**src/rtl/imu_spi_pkg.sv**
```systemverilog
// Shared types and constants for the IMU SPI sequencer: FSM states, the
// power-up configuration table and the pitch-rate read commands.
package imu_spi_pkg;

    typedef enum logic [2:0] {
        PWR_WAIT = 3'd0,
        CFG_WAIT = 3'd1,
        IDLE     = 3'd2,
        RD_LO    = 3'd3,
        LO_WAIT  = 3'd4,
        HI_WAIT  = 3'd5
    } state_t;

    localparam int          CFG_LEN = 4;
    localparam logic [15:0] CFG [0:CFG_LEN-1] = '{16'h0D02, 16'h1053, 16'h1150, 16'h1460};
    localparam logic [15:0] RD_PTCH_L = {8'hA2, 8'h00};
    localparam logic [15:0] RD_PTCH_H = {8'hA3, 8'h00};

    // Out-of-range indices return a harmless all-zero frame.
    function automatic logic [15:0] cfg_word(input logic [7:0] idx);
        logic [15:0] word;
        if (idx < 8'(CFG_LEN)) begin
            word = CFG[idx[1:0]];
        end else begin
            word = 16'h0000;
        end
        return word;
    endfunction

endpackage

```
**src/rtl/imu_spi_seq_int_sync.sv**
```systemverilog
// Brings the asynchronous data-ready interrupt into the clk domain and
// produces a single-cycle pulse on each synchronized rising edge.
module int_sync_edge (
    input  logic clk,
    input  logic rst_n,
    input  logic int_async,
    output logic int_rise
);

    logic meta_r;
    logic sync_r;
    logic prev_r;

    // Two synchronizer stages followed by one history stage for edge detection
    always_ff @(posedge clk or negedge rst_n) begin
        if (!rst_n) begin
            meta_r <= 1'b0;
            sync_r <= 1'b0;
            prev_r <= 1'b0;
        end else begin
            meta_r <= int_async;
            sync_r <= meta_r;
            prev_r <= sync_r;
        end
    end

    assign int_rise = sync_r & ~prev_r;

endmodule

```
**src/rtl/imu_spi_seq.sv**
```systemverilog
// IMU SPI sequencer: power-up wait, configuration writes, then a low/high
// pitch-rate read pair for every data-ready interrupt.
module imu_spi_seq
    import imu_spi_pkg::*;
#(
    parameter int INIT_WAIT_W = 16,
    parameter int N_CFG       = 4
) (
    input  logic        clk,
    input  logic        rst_n,
    input  logic        INT,
    input  logic        spi_done,
    input  logic [15:0] spi_rd_data,
    output logic        spi_wrt,
    output logic [15:0] spi_cmd,
    output logic [15:0] ptch_rt,
    output logic        vld,
    output logic        cfg_done
);

    localparam int IDX_W = $clog2(N_CFG) + 1;

    state_t                   state_r, state_n;
    logic [INIT_WAIT_W-1:0]   timer_r, timer_n;
    logic [IDX_W-1:0]         cfg_idx_r, cfg_idx_n;
    logic [7:0]               lo_byte_r, lo_byte_n;
    logic                     int_pend_r, int_pend_n;
    logic                     spi_wrt_n, vld_n, cfg_done_n;
    logic [15:0]              spi_cmd_n, ptch_rt_n;
    logic                     int_rise_s, clr_pend_s, done_s;
    logic                     unused_rd_hi_s;

    assign unused_rd_hi_s = ^spi_rd_data[15:8];

    int_sync_edge u_int_sync (
        .clk       (clk),
        .rst_n     (rst_n),
        .int_async (INT),
        .int_rise  (int_rise_s)
    );

    // While spi_wrt is high the engine has not yet cleared done, so it is stale
    assign done_s = spi_done & ~spi_wrt;

    // Next-state and next-output decode
    always_comb begin
        state_n    = state_r;
        timer_n    = timer_r;
        cfg_idx_n  = cfg_idx_r;
        lo_byte_n  = lo_byte_r;
        spi_wrt_n  = 1'b0;
        spi_cmd_n  = spi_cmd;
        ptch_rt_n  = ptch_rt;
        vld_n      = 1'b0;
        cfg_done_n = cfg_done;
        clr_pend_s = 1'b0;
        case (state_r)
            PWR_WAIT: begin
                if (timer_r == {INIT_WAIT_W{1'b1}}) begin
                    spi_cmd_n = cfg_word(8'd0);
                    spi_wrt_n = 1'b1;
                    state_n   = CFG_WAIT;
                end else begin
                    timer_n = timer_r + INIT_WAIT_W'(1);
                end
            end
            CFG_WAIT: begin
                if (done_s) begin
                    cfg_idx_n = cfg_idx_r + IDX_W'(1);
                    if (cfg_idx_r == IDX_W'(N_CFG - 1)) begin
                        cfg_done_n = 1'b1;
                        state_n    = IDLE;
                    end else begin
                        spi_cmd_n = cfg_word(8'(cfg_idx_r) + 8'd1);
                        spi_wrt_n = 1'b1;
                    end
                end else begin
                    state_n = CFG_WAIT;
                end
            end
            IDLE: begin
                if (int_pend_r) begin
                    state_n = RD_LO;
                end else begin
                    state_n = IDLE;
                end
            end
            RD_LO: begin
                spi_cmd_n  = RD_PTCH_L;
                spi_wrt_n  = 1'b1;
                clr_pend_s = 1'b1;
                state_n    = LO_WAIT;
            end
            LO_WAIT: begin
                if (done_s) begin
                    lo_byte_n = spi_rd_data[7:0];
                    spi_cmd_n = RD_PTCH_H;
                    spi_wrt_n = 1'b1;
                    state_n   = HI_WAIT;
                end else begin
                    state_n = LO_WAIT;
                end
            end
            HI_WAIT: begin
                if (done_s) begin
                    ptch_rt_n = {spi_rd_data[7:0], lo_byte_r};
                    vld_n     = 1'b1;
                    state_n   = IDLE;
                end else begin
                    state_n = HI_WAIT;
                end
            end
            default: begin
                state_n = PWR_WAIT;
            end
        endcase
    end

    // Pending request: a new rise beats the RD_LO clear; ignored until configured
    always_comb begin
        int_pend_n = int_pend_r;
        if (!cfg_done) begin
            int_pend_n = 1'b0;
        end else if (int_rise_s) begin
            int_pend_n = 1'b1;
        end else if (clr_pend_s) begin
            int_pend_n = 1'b0;
        end else begin
            int_pend_n = int_pend_r;
        end
    end

    // State and registered outputs
    always_ff @(posedge clk or negedge rst_n) begin
        if (!rst_n) begin
            state_r    <= PWR_WAIT;
            timer_r    <= '0;
            cfg_idx_r  <= '0;
            lo_byte_r  <= 8'h00;
            int_pend_r <= 1'b0;
            spi_wrt    <= 1'b0;
            spi_cmd    <= 16'h0000;
            ptch_rt    <= 16'h0000;
            vld        <= 1'b0;
            cfg_done   <= 1'b0;
        end else begin
            state_r    <= state_n;
            timer_r    <= timer_n;
            cfg_idx_r  <= cfg_idx_n;
            lo_byte_r  <= lo_byte_n;
            int_pend_r <= int_pend_n;
            spi_wrt    <= spi_wrt_n;
            spi_cmd    <= spi_cmd_n;
            ptch_rt    <= ptch_rt_n;
            vld        <= vld_n;
            cfg_done   <= cfg_done_n;
        end
    end

endmodule

```
**config.mk**
```make
export PLATFORM = sky130hd
export DESIGN_NAME = imu_spi_seq
export DESIGN_NICKNAME = d
export VERILOG_FILES = /design/src/rtl/imu_spi_pkg.sv /design/src/rtl/imu_spi_seq_int_sync.sv /design/src/rtl/imu_spi_seq.sv
export SDC_FILE = /design/constraint.sdc
export NUM_CORES = 1
export LEC_CHECK = 0
export BUFFER_PORTS_ARGS = -buffer_cell sky130_fd_sc_hd__buf_2
export CAP_MARGIN = 25
export CORE_ASPECT_RATIO = 1.5
export CORE_MARGIN = 2
export CORE_UTILIZATION = 47
export CTS_BUF_LIST = sky130_fd_sc_hd__clkbuf_4
export CTS_CLUSTER_DIAMETER = 100
export DETAILED_ROUTE_END_ITERATION = 7
export PLACE_DENSITY_LB_ADDON = 0.1
export SLEW_MARGIN = 5
export SYNTH_ARGS = -nofsm -noshare
export SYNTH_HDL_FRONTEND = slang
export SYNTH_SLANG_ARGS = --single-unit
```
**constraint.sdc**
```tcl
create_clock -name clk -period 1.8 [get_ports clk]
set_input_delay 0.09 -clock clk [delete_from_list [all_inputs] [get_ports clk]]
set_output_delay 0.09 -clock clk [all_outputs]
set_load 0.05 [all_outputs]
```
=== Word-level counts from Yosys, hierarchy flattened ===
Cells that the tools add are included.

* Flip-flop bits (word level): 69
* RAM bits: 0
* Memories: 0
* Bits in read-only memories: 0
* Word-level logic and storage cells: 72
* Bits in latches: 0

* Bitwise operators: 6
* Shift operators: 0
* Divide/modulo/power cells: 0
* Reductions and logical operators: 9
* Equality and inequality tests: 13
* Multipliers: 0
* Mux-type cells: 26
* Order comparisons: 2
* $add $sub $neg: 3

{| class="wikitable"
|+ Operators by type and width
! cell !! count
|-
| $mux 16 || 7
|-
| $pmux 16 s4 || 1
|-
| $bmux 16 s2 || 1
|-
| $pmux 3 s6 || 1
|-
| $add 16x1->16 const B || 1
|-
| $eq 16x16->1 const B || 1
|-
| $mux 3 || 4
|-
| $mux 1 || 11
|-
| $reduce_and 2->1 || 5
|-
| $eq 3x2->1 const B || 3
|-
| $ne 2x2->1 const B || 4
|-
| $eq 3x3->1 const B || 2
|-
| $reduce_and 5->1 || 1
|-
| $add 3x1->4 const B || 1
|-
| $lt 4x3->1 const B || 1
|-
| $pmux 1 s4 || 1
|-
| $reduce_bool 4->1 || 1
|-
| $add 3x1->3 const B || 1
|-
| $eq 3x1->1 const B || 1
|-
| $ge 3x3->1 const B || 1
|-
| $logic_not 3->1 || 1
|-
| $ne 3x1->1 const B || 1
|-
| $ne 3x3->1 const B || 1
|-
| $not 1->1 || 3
|-
| 3 further kinds || 4
|}

=== Depth between registers and ports, before layout ===
* Word-level depth: 9
* Mapped depth: 6
* Gate-level depth less buffers: 5

=== Cells and area by module ===
From an unflattened synthesis, not the netlist that was laid out.

* Cells, all modules: 224
* Area total of the unflattened synthesis: 2795.2 um2

{| class="wikitable"
|+ Modules (own cells, without submodules)
! module !! instances !! cells an instance !! area an instance (um2) !! sequential area each (um2)
|-
| imu_spi_seq || 1 || 220 || 2706.3 || 1476.4
|-
| int_sync_edge || 1 || 4 || 88.8 || 75.1
|}

=== Worst setup path after synthesis ===
Ideal clock, no wire load.

* Path type: reg2reg
* Start: reg spi_wrt
* End: reg spi_cmd[10]
* Slack: -0.259 ns
* Stages on the path, launching flop included: 6
* Setup time: 0.125 ns
* Data arrival time: 1.934 ns
* Period minus slack after synthesis: 2.059 ns
* Cells stage by stage: dfrtp_1 > nand2b_1 > nor3_2 > a221o_1 > buf_6 > mux2_2

* Longest elaborated chain between the ends: 4
* Elaborated cells on any way between the ends: 5
* Classes of those cells: 2 x eq/ne; 2 x bitwise; 1 x reduce/logical

{| class="wikitable"
|+ RTL lines
! item !! RTL line !! source
|-
| start: declaration || imu_spi_seq.sv:14 || <nowiki>output logic spi_wrt,</nowiki>
|-
| start signal: assignment || imu_spi_seq.sv:152 || <nowiki>spi_wrt <= spi_wrt_n;</nowiki>
|-
| $not 1->1 * || imu_spi_seq.sv:43 || <nowiki>assign done_s = spi_done & ~spi_wrt;</nowiki>
|-
| $and 1x1->1 * || imu_spi_seq.sv:43 ||
|-
| $ne 2x2->1 (no source line) || -- ||
|-
| $reduce_and 5->1 (no source line) * || -- ||
|-
| end signal: assignment || imu_spi_seq.sv:153 || <nowiki>spi_cmd <= spi_cmd_n;</nowiki>
|-
| end: declaration || imu_spi_seq.sv:15 || <nowiki>output logic [15:0] spi_cmd,</nowiki>
|}

Mark *: on every way between the ends. The rest lies on a longest branch, timed or not.
A chain may end at the register's enable or synchronous reset.

=== Final worst setup path ===
* Start: reg cfg_idx_r[0]
* End: reg spi_cmd[10]

* Longest elaborated chain between the ends: 9
* Elaborated cells on any way between the ends: 13
* Classes of those cells: 1 x add/sub; 1 x order compare; 2 x eq/ne; 7 x mux; 1 x bitwise; 1 x reduce/logical

{| class="wikitable"
|+ RTL lines
! item !! RTL line !! source
|-
| start: declaration || imu_spi_seq.sv:25 || <nowiki>logic [IDX_W-1:0] cfg_idx_r, cfg_idx_n;</nowiki>
|-
| start signal: assignment || imu_spi_seq.sv:149 || <nowiki>cfg_idx_r <= cfg_idx_n;</nowiki>
|-
| $add 3x1->4 || imu_spi_seq.sv:74 || <nowiki>spi_cmd_n = cfg_word(8'(cfg_idx_r) + 8'd1);</nowiki>
|-
| $not 2->3 (not written as such) || imu_spi_pkg.sv:23 || <nowiki>word = CFG[idx[1:0]];</nowiki>
|-
| $bmux 16 s2 || imu_spi_pkg.sv:23 ||
|-
| $mux 16 (not written as such) (2 in a row) || imu_spi_pkg.sv:23 ||
|-
| $mux 16 || imu_spi_pkg.sv:22 || <nowiki>if (idx < 8'(CFG_LEN)) begin</nowiki>
|-
| $mux 16 || imu_spi_seq.sv:70 || <nowiki>if (cfg_idx_r == IDX_W'(N_CFG - 1)) begin</nowiki>
|-
| $mux 16 || imu_spi_seq.sv:68 || <nowiki>if (done_s) begin</nowiki>
|-
| $pmux 16 s4 || imu_spi_seq.sv:57 || <nowiki>case (state_r)</nowiki>
|}

Parallel ways exist; a longest one is shown, timed or not. The select of a mux whose other input is x is not followed.

==> results.md <==
- Status: finished clean
- Number of synthesized flops with an enable pin: 0
- CTS tree: done
- Hold slack: 0.0877 ns
- Synth Cell Area: 0.00276 mm^2
- Type of the worst min-delay path: in2async
- Skew final: 0.0110 ns
- Die Wd: 66.6 um
- I/O pin count: 55
- Die area: 0.00652 mm^2
- Worst-path clk slew: 0.11 ns
- Avg WL per Cell: 13.0 um
- Share of cells above drive strength 1: 42.7%
- GP Congestion: 0.828
- FP Rows: 34
- Power Density: 659 mW/mm^2
- Seq pwr share: 61.2%
- Bufs on Longest Clock Path: 2
- Final nets: 329
- Fin crit period: 1.71 ns
- Pint: 1.74 mW
- Netlist cell types: 41
- Diode count: 0
- Clock sinks: 62
- Drt initial violations: 67
- Unrepaired setup endpoints after global routing: yes
- Cells after Synth: 221
- Area growth syn-to-layout: 26.5%
- Max-Cap Viols: 0
- DRT Pass-1 Iters: 4
- Worst reg2reg path depth: 5
- CP arrival: 1.99 ns
- Largest net degree at the start of global routing: 37
- Avg Inst Size Synth: 12.5 um^2
- Achievable frequency: 0.586 GHz
- Final core utilization: 60.9%
- Final WL: 4970 um
- Core Area: 0.00574 mm^2
- Number of global-route vias before repair: 1887
- Vias per cell: 4.98
- Setup slack after placement: -0.0308 ns
- WS Path Type: reg2reg
- Worst setup SP type: register
- First-pass GRT wire length: 8670 um
- Final setup fails: 0
- GRT overflow: 0
- Most frequent cells in the layout: 61 x dfrtp_1, 42 x buf_2, 26 x buf_4
- Total CTS buffers: 9
- Worst EP required: 2.08 ns
- Initial Utilization: 48.1%
- Overall power: 2.30 mW
- VDD IR max: 0.517 mV
- Top_reg_cell synth: dfrtp_1
- Fraction of registers with async set/reset: 100%
- Leak Pwr: 1.81 nW
- Ys Warns: 0
- Combinational power share: 4.1%
- NetSw: 0.568 mW
- Overall global routing resource usage: 17.6%
- Crit-path max FO: 8
- Critical Path End Type: register
- Register area share after synthesis: 56.1%
- Die height: 97.9 um
- Slew Limit Fails: 0
- Buffers on Ports: 42
- Clock share of power: 34.7%
- TNS Setup: 0 ns
- Tcrit/Tclk final: 94.9%
- DRT antenna net count: 0
- Commonest non-fill, non-tap cell in the layout: dfrtp_1
- Fin. Hold Viols: 0
- Sw frac: 24.7%
- Via count: 1896
- Fin worst setup slack: 0.0924 ns
- H-tree depth: 3
- Root Driver: clkbuf_4
- #FFs+latches synth: 62
- Residual DRC count: 0
- Initial antenna violation count: 0
- Clock latency at the later pin of the worst-skew pair: 0.39 ns
- Final HPWL DP: 3540 um
logic make-up after synthesis:
logic type | synth area share, %
compound gates | 3.94
xor+xnor | 5.39
fa+ha+maj | 2.26
buf+inv | 5.25
flops | 56.1
mux | 13.3
other cells | 0.136
simple gates | 13.6
power by group through the flow:
stage               sequential [mW]  combinational [mW]  clock [mW]
floorplan                      1.44              0.0372           0
global placement               1.44              0.0798           0
detailed placement             1.44              0.0805           0
CTS                            1.41              0.0965       0.832
global route                   1.41               0.106       0.902
finish                         1.41              0.0944       0.799
flip-flops by register name (all words and copies together), names as in the netlist:
signal             count
cfg_done               1
cfg_idx_r              3
int_pend_r             1
lo_byte_r              8
ptch_rt               16
spi_cmd                9
spi_wrt                1
state_r                3
timer_r               16
u_int_sync.meta_r      1
u_int_sync.prev_r      1
u_int_sync.sync_r      1
vld                    1
stage by stage:
step / instance area (um^2) / instances
finish: 3500 / 381
floorplan: 2820 / 224
CTS: 3460 / 379
global placement: 3250 / 353
global route: 3500 / 381
detailed placement: 3250 / 353
cell type report:
class / instances / area, um^2
fill: 498 / 2250
sequential: 62 / 1550
multi-input combinational: 139 / 1130
timing repair buffer: 82 / 568
tap: 72 / 90.1
clock buffer: 10 / 75.1
clock inverter: 6 / 38.8
inverter: 10 / 37.5
path summary, 6_finish.rpt:
kind	start	end	slack (ns)
max	cfg_idx_r[0]	spi_cmd[10]	0.09
min	rst_n	timer_r[10]	0.09
max reg2reg	cfg_idx_r[0]	spi_cmd[10]	0.09
min reg2reg	u_int_sync.meta_r	u_int_sync.sync_r	0.37
max in group asynchronous	rst_n	timer_r[0]	1.22
min in group clk	spi_done	spi_cmd[13]	0.16
layer usage:
| metal | wire (um) | GRT usage [%] | vias to the layer above |
|---|---|---|---|
| li1 | - | - | 936 |
| met1 | 2250 | 22.6 | 920 |
| met2 | 2530 | 27.4 | 36 |
| met3 | 139 | 5.53 | 4 |
| met4 | 53 | 7.06 | 0 |
| met5 | 0 | 0 | - |
what timing repair did:
item,4_1_cts,5_1_grt
hold buffers,10,0
setup endpoints to repair,8,16
setup buffers,0,2
endpoints found under the hold margin,79,0
pin swaps,0,3
resized for setup,1,5
Yosys cell counts (2+ instances only):
library cell,number,area [um^2]
mux2_2,30,338
nand2_1,6,22.5
nor3_1,7,35.0
ha_1,5,62.6
nand3_1,9,45.0
buf_6,4,45.0
xor2_1,13,114
inv_1,10,37.5
nor2_1,9,33.8
dfrtp_1,62,1550
nor4_1,5,31.3
nand4_1,5,31.3
mux2i_1,3,30.0
nand3b_1,2,15.0
a21oi_1,3,15.0
xnor2_1,4,35.0
nand2b_1,4,25.0
buf_2,2,10.0
buf_4,7,52.6
and4_1,2,17.5
nor2b_1,3,18.8
and3_1,2,12.5
o21ai_0,6,30.0
critical path, stage by stage (launching register included):
cell and delay (ns):
dfrtp_1 0.37, ha_2 0.18, ha_2 0.18, o21bai_1 0.08, a221o_2 0.46, mux2_4 0.32
Power figures use the tool's default switching activity.
